===== src/rtl/instr_decode.sv =====
// rtl/instr_decode.sv - MIPS instruction decoder with register-file operand fetch and timeout
module instr_decode #(
   parameter int TIMEOUT = 16
) (
   input  logic        clk,
   input  logic        rst_n,
   input  logic        in_valid,
   output logic        in_ready,
   input  logic [31:0] instr,
   output logic        rf_start,
   output logic [4:0]  rf_read_addr_s,
   output logic [4:0]  rf_read_addr_t,
   input  logic        rf_finish,
   input  logic [31:0] rf_data_s,
   input  logic [31:0] rf_data_t,
   output logic        out_valid,
   input  logic        out_ready,
   output logic [31:0] op_a,
   output logic [31:0] op_b,
   output logic [31:0] imm_ext,
   output logic [4:0]  dest_addr,
   output logic        reg_write,
   output logic [5:0]  opcode,
   output logic [5:0]  funct,
   output logic        illegal,
   output logic        err_timeout
);

   typedef enum logic [1:0] {IDLE, READ, HOLD} state_t;

   // Last READ cycle index; reaching it without rf_finish means the read timed out
   localparam logic [7:0] CNT_LAST = 8'(TIMEOUT - 1);

   state_t      state_q, state_d;
   logic [31:0] instr_q, instr_d;
   logic [7:0]  cnt_q, cnt_d;
   logic        out_valid_q, out_valid_d;
   logic        err_q, err_d;
   logic [31:0] op_a_q, op_a_d;
   logic [31:0] op_b_q, op_b_d;
   logic [31:0] imm_q, imm_d;
   logic [4:0]  dest_q, dest_d;
   logic        rw_q, rw_d;
   logic [5:0]  opcode_q, opcode_d;
   logic [5:0]  funct_q, funct_d;
   logic        illegal_q, illegal_d;

   logic [5:0]  dec_op;
   logic [4:0]  dec_dest;
   logic        dec_rw;
   logic        dec_illegal;
   logic [31:0] dec_imm;
   logic        unused_shamt;

   // The shamt field plays no part in decode
   assign unused_shamt = ^instr_q[10:6];

   // Decode the latched instruction; the result is captured together with the operands
   always_comb begin
      dec_op      = instr_q[31:26];
      dec_dest    = 5'd0;
      dec_rw      = 1'b0;
      dec_illegal = 1'b0;
      dec_imm     = {{16{instr_q[15]}}, instr_q[15:0]};
      case (dec_op)
         6'h00: begin
            dec_dest = instr_q[15:11];
            dec_rw   = (instr_q[5:0] != 6'h08);
         end
         6'h08, 6'h09, 6'h0A, 6'h0C, 6'h0D, 6'h0E, 6'h0F, 6'h23: begin
            dec_dest = instr_q[20:16];
            dec_rw   = 1'b1;
         end
         6'h2B, 6'h04, 6'h05, 6'h02: dec_rw = 1'b0;
         6'h03: begin
            dec_dest = 5'd31;
            dec_rw   = 1'b1;
         end
         default: dec_illegal = 1'b1;
      endcase
      // Writes to $zero are architecturally discarded
      if (dec_dest == 5'd0) dec_rw = 1'b0;
      case (dec_op)
         6'h0C, 6'h0D, 6'h0E: dec_imm = {16'h0000, instr_q[15:0]};
         6'h0F:               dec_imm = {instr_q[15:0], 16'h0000};
         default:             ;
      endcase
   end

   // Next-state and capture logic for the IDLE -> READ -> HOLD handshake
   always_comb begin
      state_d     = state_q;
      instr_d     = instr_q;
      cnt_d       = 8'd0;
      out_valid_d = out_valid_q;
      err_d       = err_q;
      op_a_d      = op_a_q;
      op_b_d      = op_b_q;
      imm_d       = imm_q;
      dest_d      = dest_q;
      rw_d        = rw_q;
      opcode_d    = opcode_q;
      funct_d     = funct_q;
      illegal_d   = illegal_q;
      case (state_q)
         IDLE: begin
            if (in_valid) begin
               instr_d = instr;
               state_d = READ;
            end
         end
         READ: begin
            if (rf_finish) begin
               op_a_d      = rf_data_s;
               op_b_d      = rf_data_t;
               imm_d       = dec_imm;
               dest_d      = dec_dest;
               rw_d        = dec_rw;
               opcode_d    = dec_op;
               funct_d     = instr_q[5:0];
               illegal_d   = dec_illegal;
               out_valid_d = 1'b1;
               state_d     = HOLD;
            end else if (cnt_q == CNT_LAST) begin
               err_d   = 1'b1;
               state_d = IDLE;
            end else begin
               cnt_d = cnt_q + 8'd1;
            end
         end
         HOLD: begin
            if (out_ready) begin
               out_valid_d = 1'b0;
               state_d     = IDLE;
            end
         end
         default: state_d = IDLE;
      endcase
   end

   // State and captured-bundle registers, cleared asynchronously
   always_ff @(posedge clk or negedge rst_n) begin
      if (!rst_n) begin
         state_q     <= IDLE;
         instr_q     <= 32'd0;
         cnt_q       <= 8'd0;
         out_valid_q <= 1'b0;
         err_q       <= 1'b0;
         op_a_q      <= 32'd0;
         op_b_q      <= 32'd0;
         imm_q       <= 32'd0;
         dest_q      <= 5'd0;
         rw_q        <= 1'b0;
         opcode_q    <= 6'd0;
         funct_q     <= 6'd0;
         illegal_q   <= 1'b0;
      end else begin
         state_q     <= state_d;
         instr_q     <= instr_d;
         cnt_q       <= cnt_d;
         out_valid_q <= out_valid_d;
         err_q       <= err_d;
         op_a_q      <= op_a_d;
         op_b_q      <= op_b_d;
         imm_q       <= imm_d;
         dest_q      <= dest_d;
         rw_q        <= rw_d;
         opcode_q    <= opcode_d;
         funct_q     <= funct_d;
         illegal_q   <= illegal_d;
      end
   end

   assign in_ready       = (state_q == IDLE);
   assign rf_start       = (state_q == READ);
   assign rf_read_addr_s = instr_q[25:21];
   assign rf_read_addr_t = instr_q[20:16];
   assign out_valid      = out_valid_q;
   assign op_a           = op_a_q;
   assign op_b           = op_b_q;
   assign imm_ext        = imm_q;
   assign dest_addr      = dest_q;
   assign reg_write      = rw_q;
   assign opcode         = opcode_q;
   assign funct          = funct_q;
   assign illegal        = illegal_q;
   assign err_timeout    = err_q;

endmodule

===== config.mk =====
export PLATFORM = sky130hd
export DESIGN_NAME = instr_decode
export DESIGN_NICKNAME = d
export VERILOG_FILES = /design/src/rtl/instr_decode.sv
export SDC_FILE = /design/constraint.sdc
export NUM_CORES = 1
export LEC_CHECK = 0
export CORE_MARGIN = 2
export CORE_UTILIZATION = 45
export CTS_CLUSTER_DIAMETER = 30
export CTS_CLUSTER_SIZE = 30
export DETAILED_ROUTE_END_ITERATION = 8
export HOLD_SLACK_MARGIN = 0.05
export PLACE_DENSITY_LB_ADDON = 0.2
export REMOVE_ABC_BUFFERS = 1
export SYNTH_ARGS = -nofsm -noshare
export SYNTH_HDL_FRONTEND = slang
export SYNTH_SLANG_ARGS = --single-unit

===== constraint.sdc =====
create_clock -name clk -period 1.9 [get_ports clk]
set_input_delay 0.285 -clock clk [delete_from_list [all_inputs] [get_ports clk]]
set_output_delay 0.285 -clock clk [all_outputs]
set_load 0.01 [all_outputs]

Word-level counts from Yosys, hierarchy flattened

Index checks and enable logic that the tools add are counted.

Register bits after elaboration: 159
Latch bits: 0
Memory bits (writable): 0
Bits in read-only memories: 0
Input port bits: 101
Output and inout port bits: 129
Logic and storage cells: 65
Memories kept: 0

Add/subtract/negate cells: 1
Multiply operators: 0
Div/mod/pow operators: 0
$lt $le $gt $ge: 0
Equal/unequal tests: 21
Shifts and indexed selects: 0
Multiplexer cells: 16
Bitwise logic cells: 1
Reduce and logical (&&, ||, !) cells: 13

Operators by type and width:

| operator            | count |
|---|---|
| $pmux 32 s2         | 1 |
| $eq 6x4->1 const B  | 7 |
| $mux 8              | 3 |
| $pmux 5 s3          | 1 |
| $reduce_or 14->1    | 1 |
| $eq 6x2->1 const B  | 2 |
| $eq 6x3->1 const B  | 2 |
| $eq 6x6->1 const B  | 2 |
| $reduce_and 3->1    | 3 |
| $reduce_or 9->1     | 1 |
| $add 8x1->8 const B | 1 |
| $eq 8x4->1 const B  | 1 |
| $mux 2              | 4 |
| $reduce_or 8->1     | 1 |
| $logic_not 6->1     | 1 |
| $ne 6x4->1 const B  | 1 |
| $pmux 2 s3          | 1 |
| $logic_not 5->1     | 1 |
| $mux 1              | 4 |
| $ne 2x2->1 const B  | 2 |
| $pmux 1 s2          | 2 |
| $reduce_and 2->1    | 2 |
| $ne 3x1->1 const B  | 1 |
| $reduce_or 3->1     | 1 |
| 6 further kinds     | 6 |

Logic depth before layout (Yosys ltp)

Gate-level depths: netlist of run 1.

Depth after elaboration: 5
Gate-level depth with buffers: 7
Depth with buffers taken out: 5

Least setup slack after synthesis of run 1

Ideal clock, no wire load.

Path type: register to register
Start point: reg instr_q[28]
End point: reg rw_q, in the netlist reg_write
Setup time: 0.130 ns
Data arrival time: 1.538 ns
Required time: 1.770 ns
Setup slack: 0.231 ns
Cell stages (with the launch flop): 7
Path buffers: 1
Period minus slack after synthesis: 1.669 ns
Path through: dfrtp_1 > buf_8 > and3b_1 > mux2_4 > o2bb2ai_2 > nor4b_2 > a31oi_1

Word-level cells in the longest chain between the ends: 5
Elaborated cells between the ends (all ways): 16
Those cells by class: 9 x eq/ne; 3 x mux; 4 x reduce/logical

RTL lines:

| what                                            | line | text |
|---|---|---|
| from (decl)                                     | 35   | `logic [31:0] instr_q, instr_d;` |
| from (signal assigned)                          | 159  | `instr_q <= instr_d;` |
| $eq 6x4->1 / $eq 6x6->1 (equally long branches) | 65   | `case (dec_op)` |
| $reduce_or 8->1                                 | n/a  |  |
| $pmux 5 s3                                      | 65   |  |
| $logic_not 5->1                                 | 82   | `if (dec_dest == 5'd0) dec_rw = 1'b0;` |
| $mux 1 (*)                                      | 82   |  |
| to (signal assigned)                            | 167  | `rw_q <= rw_d;` |
| to (decl)                                       | 43   | `logic rw_q, rw_d;` |

Mark *: on every way between the ends. The rest lies on a longest branch, timed or not.
A chain may end at the register's enable or synchronous reset.

Final worst setup path of run 1

Start point: reg state_q[0]
End point: out in_ready

Word-level cells in the longest chain between the ends: 1

RTL lines:

| what                   | line | text |
|---|---|---|
| from (decl)            | 34   | `state_t state_q, state_d;` |
| from (signal assigned) | 158  | `state_q <= state_d;` |
| $logic_not 2->1        | 174  | `assign in_ready = (state_q == IDLE);` |
| to (decl)              | 8    | `output logic in_ready,` |

No other way between the ends.

==> flow_summary.yaml, run 1 <==
status:
  status: "completed"
clocking:
  clk_latency_ns: 0.41
  clockRootBuffer: "clkbuf_16"
  cts_buffers: 17
  cts_buffer_depth: 2
  htree_levels: 4
  postCtsSetupRepairBufs: 0
  cts_tree: "done"
  cts_sinks: 159
  clkTransAtPathRegs_ns: 0.06
finish:
  n_antenna_cell: 0
  n_fill_cell: 1062
  stdcell_area_sq_um: 9480
  final_net_count: 965
  layout-drive-gt1-share_pct: 10.2
  synthToLayoutAreaGrowth_pct: 49.4
timing:
  hold_viol: 0
  slew_headroom_pct: 66.4
  fin_crit_sh_pct: 94.5
  fmax_mhz: 557
  finClkSkew_ns: 0.00877
  maxSlewViolCount: 0
  fin_crit_ns: 1.79
  setup_viol: 0
  rsz0062_at_grt: "no"
  worst_pin_slew_ns: 0.504
  setup_slack_ns: 0.105
floorplan:
  die_y_microns: 123
  num_rows: 43
  ios: 230
  die_area_sq_um: 15100
  die_w_microns: 123
  start_util_pct: 45.9
  core-area_sq_um: 13800
logic_synthesis:
  yosys_warnings: 0
  synth_area_per_cell_sq_um: 9.97
  ys_ff_latch: 159
  yosysSeqAreaShare_pct: 62.7
  netlist_area_sq_um: 6340
  synth_cell_types: 39
  syn_inst: 636
grt:
  grt_max_degree: 60
  grt_usage_pct: 23.3
  grt_pass1_vias: 5204
  antenna_found_initial: 0
  grt_overflow_total: 0
  grt_first_pass_wirelength_microns: 26800
place:
  hpwlAfterDp_microns: 12100
  gp_congestion: 0.786
  dpl_worst_slack_ns: 0.217
  place_area_sq_um: 8880
  portBuffers: 229
power:
  power.total_w: 0.0158
  power-per-cell-area_nw_per_um2: 1660
  p_leak_nw: 4.37
  ir_drop_v: 0.000776
critical_path:
  crit_slowest_cell: "clkdlybuf4s50_1"
  cp.arrival_ns: 1.51
  cp.depth: 2
  cp.required_ns: 1.62
  ff2ff_path_depth: 5
  reg2reg_slack_ns: 0.19
  crit_path_end_kind: "primary output"
  path_cells: "nor2_1 > clkdlybuf4s50_1"
  critical-path-max-stage-delay_ns: 0.55
  crit_buf_inv: 1
  critical_path.max_fanout: 5
  cp-start-kind: "flip-flop"
  critPathTopFamily: "buffers and inverters"
  path_class: "reg2out"
routing:
  wl_per_cell_microns: 16.1
  drt-vias-per-instance: 4.91
  first_pass_iters: 4
  drc: 0
  drt_wl_total_microns: 17000
  vias: 5183
  ant_nets: 0
  drt_iter0_markers: 307
job:
  drv_cap: 0
hold_path:
  worstHoldPathType: "in2async"
-- metal layers --
layer | vias up | track usage (%) | wire length, microns
met2 | 193 | 38.9 | 8430
met1 | 2474 | 28.7 | 6930
met4 | 0 | 8.91 | 328
met5 | - | 0 | 0
li1 | 2492 | - | -
met3 | 24 | 6.55 | 1330
-- sequential cells by signal, indices dropped and copies added, names as in the netlist --
register,count
imm_ext,32
instr_q,32
op_a,32
op_b,32
cnt_q,8
funct,6
opcode,6
dest_addr,5
state_q,2
err_timeout,1
illegal,1
out_valid,1
reg_write,1
-- synth_stat cells (all sizes together) --
cell | n | share of area, %
ha | 1 | 0.20
buf | 25 | 2.7
o211ai | 15 | 1.8
xnor2 | 4 | 0.55
and3 | 2 | 0.20
a311oi | 1 | 0.14
dfrtp | 159 | 63
inv | 3 | 0.18
xor2 | 2 | 0.28
mux2 | 32 | 5.7
nand2b | 1 | 0.099
clkbuf | 18 | 1.1
a31oi | 3 | 0.30
nor3b | 2 | 0.24
o2bb2ai | 2 | 0.37
a21oi | 10 | 0.79
o21bai | 1 | 0.12
nand4 | 1 | 0.099
nand3 | 6 | 0.47
o21ai | 28 | 2.2
nor2b | 1 | 0.099
and2 | 4 | 0.39
and3b | 1 | 0.14
nor4b | 1 | 0.24
nor4 | 3 | 0.30
or4 | 1 | 0.18
and2b | 1 | 0.12
nor2 | 20 | 1.2
nand3b | 1 | 0.12
nand2 | 287 | 17
-- cells in the final DEF (no fill, tap or decap), types with 2 or more instances in the layout --
master and instances:
buf_4 14, nor3b_1 2, bufinv_16 2, o211ai_1 15, xnor2_1 4, clkdlybuf4s50_1 227, clkinv_2 2, dfrtp_1 159
clkbuf_16 17, nor2_1 19, buf_12 7, nor4_1 3, clkbuf_8 5, a31oi_1 3, xor2_1 2, nand2_1 286
and3_1 2, a21oi_1 10, clkbuf_1 4, nand3_1 6, inv_1 3, mux2_2 31, o21ai_0 27
-- area by class of cell --
type	count	area, sq um	share of cell area (%)
multi-input combinational	431	2130	22.5
tap	180	225	2.38
timing repair buffer	251	2550	26.9
clock inverter	5	77.6	0.818
clock buffer	26	509	5.37
sequential	159	3980	42.0
inverter	3	11.3	0.119
-- stage by stage --
step / hold slack, ns / TNS [ns] / cells / util (%)
after global placement: 0.259 / 0 / 1023 / 64.2
after detailed placement: 0.270 / 0 / 1023 / 64.2
after CTS: 0.382 / 0 / 1055 / 68.5
after floorplan: -0.0106 / -110.77 / 593 / -
final: 0.390 / 0 / 1055 / 68.5
after global routing: 0.390 / 0 / 1055 / 68.5
-- worst paths after layout --
kind                                    startpoint                    end
min in group clk                     rf_data_s[29]   op_a[29]$_DFFE_PN0P_
hold reg to reg                 cnt_q[0]$_DFF_PN0_     cnt_q[0]$_DFF_PN0_
setup reg to reg           instr_q[28]$_DFFE_PN0P_  reg_write$_DFFE_PN0P_
hold / removal                               rst_n   op_b[17]$_DFFE_PN0P_
setup / recovery            state_q[0]$_DFFE_PN0P_               in_ready
max in group asynchronous                    rst_n   op_a[14]$_DFFE_PN0P_
-- power breakdown --
group / switching [W] / internal [W]
clock: 0.00124 / 0.00210
sequential: 0.00101 / 0.00490
combinational: 0.00299 / 0.00353
-- repair_timing --
action / in CTS / in global routing
endpoints found under the setup margin: 1 / 0
gates resized for setup: 2 / 0
endpoints found under the hold margin: 43 / 0
hold buffers: 1 / 0
-- cells by family after synthesis --
group,share of synthesized area [%]
adders and majority gates,0.197
buffers and inverters,3.91
and+or+nand+nor,20.9
muxes,5.74
xor gates and xnor gates,0.829
AOI/OAI and AO/OA,5.70
DFF,62.7
Note: power is estimated with default switching activity, not from simulation.
==> run 2, diff against run 1 <==
CORE_UTILIZATION = 48   (was 45)
clock period = 2.2 ns   (was 1.9 ns; I/O delays follow)
==> run 2 against run 1 <==
Effect of this change:
- total power down 14%
- clock skew down 0.0020 ns
- hold slack better by 0.062 ns
- die area down 6.0%
- critical path depth unchanged
- sequential power down 14%
- core utilization up 5.0 points
- count of clock-buffer cells in the layout down 2
- register-to-register slack better by 0.21 ns
- sequential share of layout area up 0.35 points
==> flow_summary.yaml, run 2 (same netlist as run 1, synthesis figures left out) <==
status:
  status: "completed"
floorplan:
  die_y_microns: 119
  num_rows: 41
  start_util_pct: 49.7
  die_w_microns: 119
  core-area_sq_um: 12800
  die_area_sq_um: 14100
  ios: 230
power:
  p_int_w: 0.00914
  power-per-cell-area_nw_per_um2: 1450
  seq_power_share_pct: 37.5
  clock_power_share_pct: 22.0
  switching_share_pct: 32.8
  p_leak_nw: 4.33
  ir_drop_v: 0.000730
  p_sw_w: 0.00447
  power.total_w: 0.0136
  p_comb_share_pct: 40.4
routing:
  ant_nets: 0
  drc: 0
  vias: 5230
  first_pass_iters: 4
  drt_wl_total_microns: 16300
  drt_iter0_markers: 259
  wl_per_cell_microns: 15.8
  drt-vias-per-instance: 5.05
critical_path:
  crit_path_end_kind: "primary output"
  cp.arrival_ns: 1.73
  crit_slowest_cell: "clkdlybuf4s50_1"
  cp.required_ns: 1.87
  critical_path.max_fanout: 5
  critical-path-max-stage-delay_ns: 0.58
  path_class: "reg2out"
  r2r_start: "instr_q[28]$_DFFE_PN0P_"
  critPathTopFamily: "buffers and inverters"
  crit_buf_inv: 1
  path_cells: "and2b_1 > clkdlybuf4s50_1"
  cp-start-kind: "flip-flop"
  cp-startpoint: "state_q[1]$_DFFE_PN0P_"
clocking:
  cts_buffers: 17
  clockRootBuffer: "clkbuf_16"
  cts_sinks: 159
  htree_levels: 4
  clk_latency_ns: 0.41
  cts_buffer_depth: 2
  postCtsSetupRepairBufs: 0
  cts_tree: "done"
  clkTransAtPathRegs_ns: 0.06
finish:
  final_cell_mix: "286 x nand2_1, 228 x clkdlybuf4s50_1, 159 x dfrtp_1"
  synthToLayoutAreaGrowth_pct: 48.2
  layout-drive-gt1-share_pct: 9.03
  mostFrequentLayoutCell: "nand2_1"
  n_antenna_cell: 0
  n_fill_cell: 886
  final_net_count: 955
hold_path:
  min_from: "rf_data_t[26]"
  worstHoldPathType: "in2reg"
timing:
  setup_slack_ns: 0.141
  slew_headroom_pct: 66.4
  setup_viol: 0
  fin_crit_sh_pct: 93.6
  worst_pin_slew_ns: 0.504
  hold_viol: 0
  rsz0062_at_grt: "no"
  maxSlewViolCount: 0
  fin_crit_ns: 2.06
  finClkSkew_ns: 0.00676
  fmax_mhz: 486
job:
  drv_cap: 0
grt:
  grt_usage_pct: 23.7
  grt_max_degree: 93
  grt_pass1_vias: 5343
  grt_overflow_total: 0
  grt_first_pass_wirelength_microns: 26700
  antenna_found_initial: 0
place:
  gp_congestion: 0.823
  dpl_worst_slack_ns: 0.315
  hpwlAfterDp_microns: 11400
  portBuffers: 229
## run 2: routing by layer
metal | vias up | track usage, % | wire length, microns
met5 | - | 0 | 0
met2 | 209 | 39.8 | 8060
met3 | 21 | 6.94 | 1170
met1 | 2529 | 30.2 | 6920
li1 | 2471 | - | -
met4 | 0 | 5.95 | 184
## run 2: path summary, 6_finish.rpt
| path | cells past startpoint | slack [ns] | endpoint |
|---|---|---|---|
| worst min register to register | 1 | 0.47 | cnt_q[0]$_DFF_PN0_ |
| max in group asynchronous | 3 | 1.29 | op_b[6]$_DFFE_PN0P_ |
| worst max register to register | 5 | 0.40 | reg_write$_DFFE_PN0P_ |
| worst max-delay path | 2 | 0.14 | rf_start |
| min in group asynchronous | 3 | 0.47 | op_b[23]$_DFFE_PN0P_ |
| worst min-delay path | 3 | 0.45 | op_b[26]$_DFFE_PN0P_ |
## run 2: repair_timing
action | CTS | global route
hold buffers | 1 | 0
gates resized for setup | 0 | 0
endpoints found under the hold margin | 159 | 0
## run 2: area by class of cell
type | count | area (sq um) | share of cell area (%)
Clock inverter | 6 | 105 | 1.12
Tap cell | 172 | 215 | 2.29
Timing Repair Buffer | 241 | 2460 | 26.2
Multi-Input combinational cell | 431 | 2130 | 22.6
Clock buffer | 24 | 502 | 5.34
Inverter | 3 | 11.3 | 0.120
Sequential cell | 159 | 3980 | 42.3
## run 2: per-stage QoR
step	hold slack, ns	TNS, ns	cell area, sq um	std cells	utilization (%)
after floorplan	0.0344	-73.45	6110	593	-
after global placement	0.347	0	8780	1005	68.8
after detailed placement	0.359	0	8780	1005	68.8
after CTS	0.438	0	9400	1036	73.6
after global routing	0.445	0	9400	1036	73.6
final	0.452	0	9400	1036	73.6
## run 2: power groups by stage
stage	sequential, W	combinational [W]	clock (W)
after floorplan	0.00549	0.00194	0
after global placement	0.00507	0.00537	0
after detailed placement	0.00513	0.00552	0
after CTS	0.00510	0.00556	0.00304
after global routing	0.00527	0.00599	0.00317
final	0.00510	0.00550	0.00300
## run 2: tightest hold or removal path, delay by kind of cell
kind,cells,cell delay [ns]
AND/OR/NAND/NOR,2,0.10
buffers and inverters,1,0.39
==> run 3, diff against run 2 <==
PLACE_DENSITY = 0.84   (was default)
PLACE_DENSITY_LB_ADDON = default   (was 0.2)
==> run 3 against run 2 <==
Effect of this change:
- count of clock-buffer cells in the layout shrank 2
- critical path depth is the same
- cell count grew 0.58%
- fmax grew 0.37%
- clock skew shrank 0.0025 ns
- sequential power is essentially flat
- non-clock buffer count grew 6
- routed wire length grew 2.3%
==> flow_summary.yaml, run 3 (same netlist as run 1, synthesis figures left out) <==
power:
  p_int_w: 0.00883
  p_leak_nw: 4.32
  power-per-cell-area_nw_per_um2: 1430
  ir_drop_v: 0.000763
  clock_power_share_pct: 20.2
  p_comb_share_pct: 41.4
  seq_power_share_pct: 38.3
  switching_share_pct: 33.8
  p_sw_w: 0.00451
grt:
  met3_usage_pct: 5.84
  antenna_found_initial: 0
  use_met2_pct: 40.4
  grt_first_pass_wirelength_microns: 26800
  grt_overflow_total: 0
  grt_max_degree: 61
  grt_usage_pct: 24.2
  grt_pass1_vias: 5306
  grt-busiest-layer: "met2"
  globalRouteMet1Util_pct: 30.2
floorplan:
  start_util_pct: 49.7
  core-area_sq_um: 12800
  die_y_microns: 119
  die_w_microns: 119
  die_area_sq_um: 14100
  num_rows: 41
  ios: 230
finish:
  final_net_count: 961
  final_cells: 1042
  mostFrequentLayoutCell: "nand2_1"
  n_fill_cell: 882
  fin_util_pct: 73.2
  synthToLayoutAreaGrowth_pct: 47.4
  layout-drive-gt1-share_pct: 9.66
  n_antenna_cell: 0
  stdcell_area_sq_um: 9350
  final_cell_mix: "286 x nand2_1, 228 x clkdlybuf4s50_1, 159 x dfrtp_1"
timing:
  fin_crit_ns: 2.05
  hold_viol: 0
  maxSlewViolCount: 0
  worst_pin_slew_ns: 0.567
  fin_crit_sh_pct: 93.2
  setup_viol: 0
  slew_headroom_pct: 62.2
  rsz0062_at_grt: "no"
  fin_tns_setup_ns: 0
  finClkSkew_ns: 0.00425
  fmax_mhz: 487
  setup_slack_ns: 0.149
routing:
  drc: 0
  first_pass_iters: 5
  ant_nets: 0
  drt-vias-per-instance: 5.05
  vias: 5259
  drt_iter0_markers: 217
  drt_wl_total_microns: 16700
  wl_per_cell_microns: 16.0
hold_path:
  hold_depth: 3
  min_from: "rf_data_t[29]"
  worstHoldPathType: "in2reg"
  min_to: "op_b[29]$_DFFE_PN0P_"
clocking:
  htree_levels: 4
  clkTransAtPathRegs_ns: 0.06
  clk_latency_ns: 0.42
  postCtsSetupRepairBufs: 0
  cts_buffer_depth: 2
  clockRootBuffer: "clkbuf_16"
  cts_tree: "done"
  cts_buffers: 17
  cts_sinks: 159
place:
  gp_congestion: 0.810
  hpwlAfterDp_microns: 12000
  portBuffers: 229
  place_area_sq_um: 8800
  dpl_worst_slack_ns: 0.334
  dp_cells: 1011
status:
  status: "completed"
critical_path:
  r2r-end: "reg_write$_DFFE_PN0P_"
  crit_path_end_kind: "primary output"
  cp.required_ns: 1.87
  critPathTopFamily: "buffers and inverters"
  path_cells: "and2b_1 > clkdlybuf4s50_1"
  cp.depth: 2
  critical_path.max_fanout: 5
  path_class: "reg2out"
  r2r_start: "instr_q[28]$_DFFE_PN0P_"
  crit_buf_inv: 1
  reg2reg_slack_ns: 0.41
  ff2ff_path_depth: 5
  cp-startpoint: "state_q[1]$_DFFE_PN0P_"
  crit_slowest_cell: "clkdlybuf4s50_1"
  cp.arrival_ns: 1.72
  cp-start-kind: "flip-flop"
  critical-path-max-stage-delay_ns: 0.61
job:
  drv_cap: 0
==> run 3: changes by cell type in the layout (fill, tap and decap cells not counted) <==
cell       delta
buf_4         +8
bufinv_16     -2
buf_12        -2
clkbuf_8      -2
clkinv_2      +4
==> run 3: per-stage QoR <==
step	power [W]	hold slack, ns
6_report	0.0133	0.441
5_1_grt	0.0142	0.442
4_1_cts	0.0135	0.423
3_5_place_dp	0.0107	0.349
3_3_place_gp	0.0104	0.340
2_1_floorplan	0.00743	0.0344
==> run 3: worst min-delay path, stage by stage <==
cell and delay, ns:
clkdlybuf4s50_1 0.39, nand2_1 0.05, nand2_1 0.04
==> run 3: worst max-delay path by stage <==
stage                                    endpoint
after CTS                                rf_start
after global routing                     rf_start
after global placement    imm_ext[30]$_DFFE_PN0P_
final                                    rf_start
after detailed placement  imm_ext[14]$_DFFE_PN0P_
after floorplan           imm_ext[16]$_DFFE_PN0P_
==> run 3: area by class of cell <==
type,count,area [sq um],area share (%)
tap,172,215,2.30
timing repair buffer,247,2480,26.5
clock inverter,8,65.1,0.696
clock buffer,22,474,5.07
inverter,3,11.3,0.120
multi-input combinational,431,2130,22.7
sequential,159,3980,42.5
==> run 3: layer usage <==
| metal | wire (microns) | vias to the layer above | share of wire [%] |
|---|---|---|---|
| li1 | - | 2485 | - |
| met1 | 6900 | 2537 | 41 |
| met4 | 353 | 0 | 2.1 |
| met2 | 8350 | 210 | 50 |
| met3 | 1110 | 27 | 6.6 |
| met5 | 0 | - | 0 |
==> run 3: repair_timing <==
action                                  in CTS  in global routing
hold buffers                                 1                  0
resized for setup                            0                  0
endpoints found under the hold margin       55                  0
endpoints found under the setup margin       0                  0
==> run 3: power groups by stage <==
stage          Combinational, W  Clock (W)  Sequential (W)
5_1_grt                 0.00601    0.00288         0.00528
6_report                0.00553    0.00270         0.00511
3_5_place_dp            0.00556          0         0.00514
3_3_place_gp            0.00536          0         0.00508
4_1_cts                 0.00559    0.00275         0.00512
2_1_floorplan           0.00194          0         0.00549
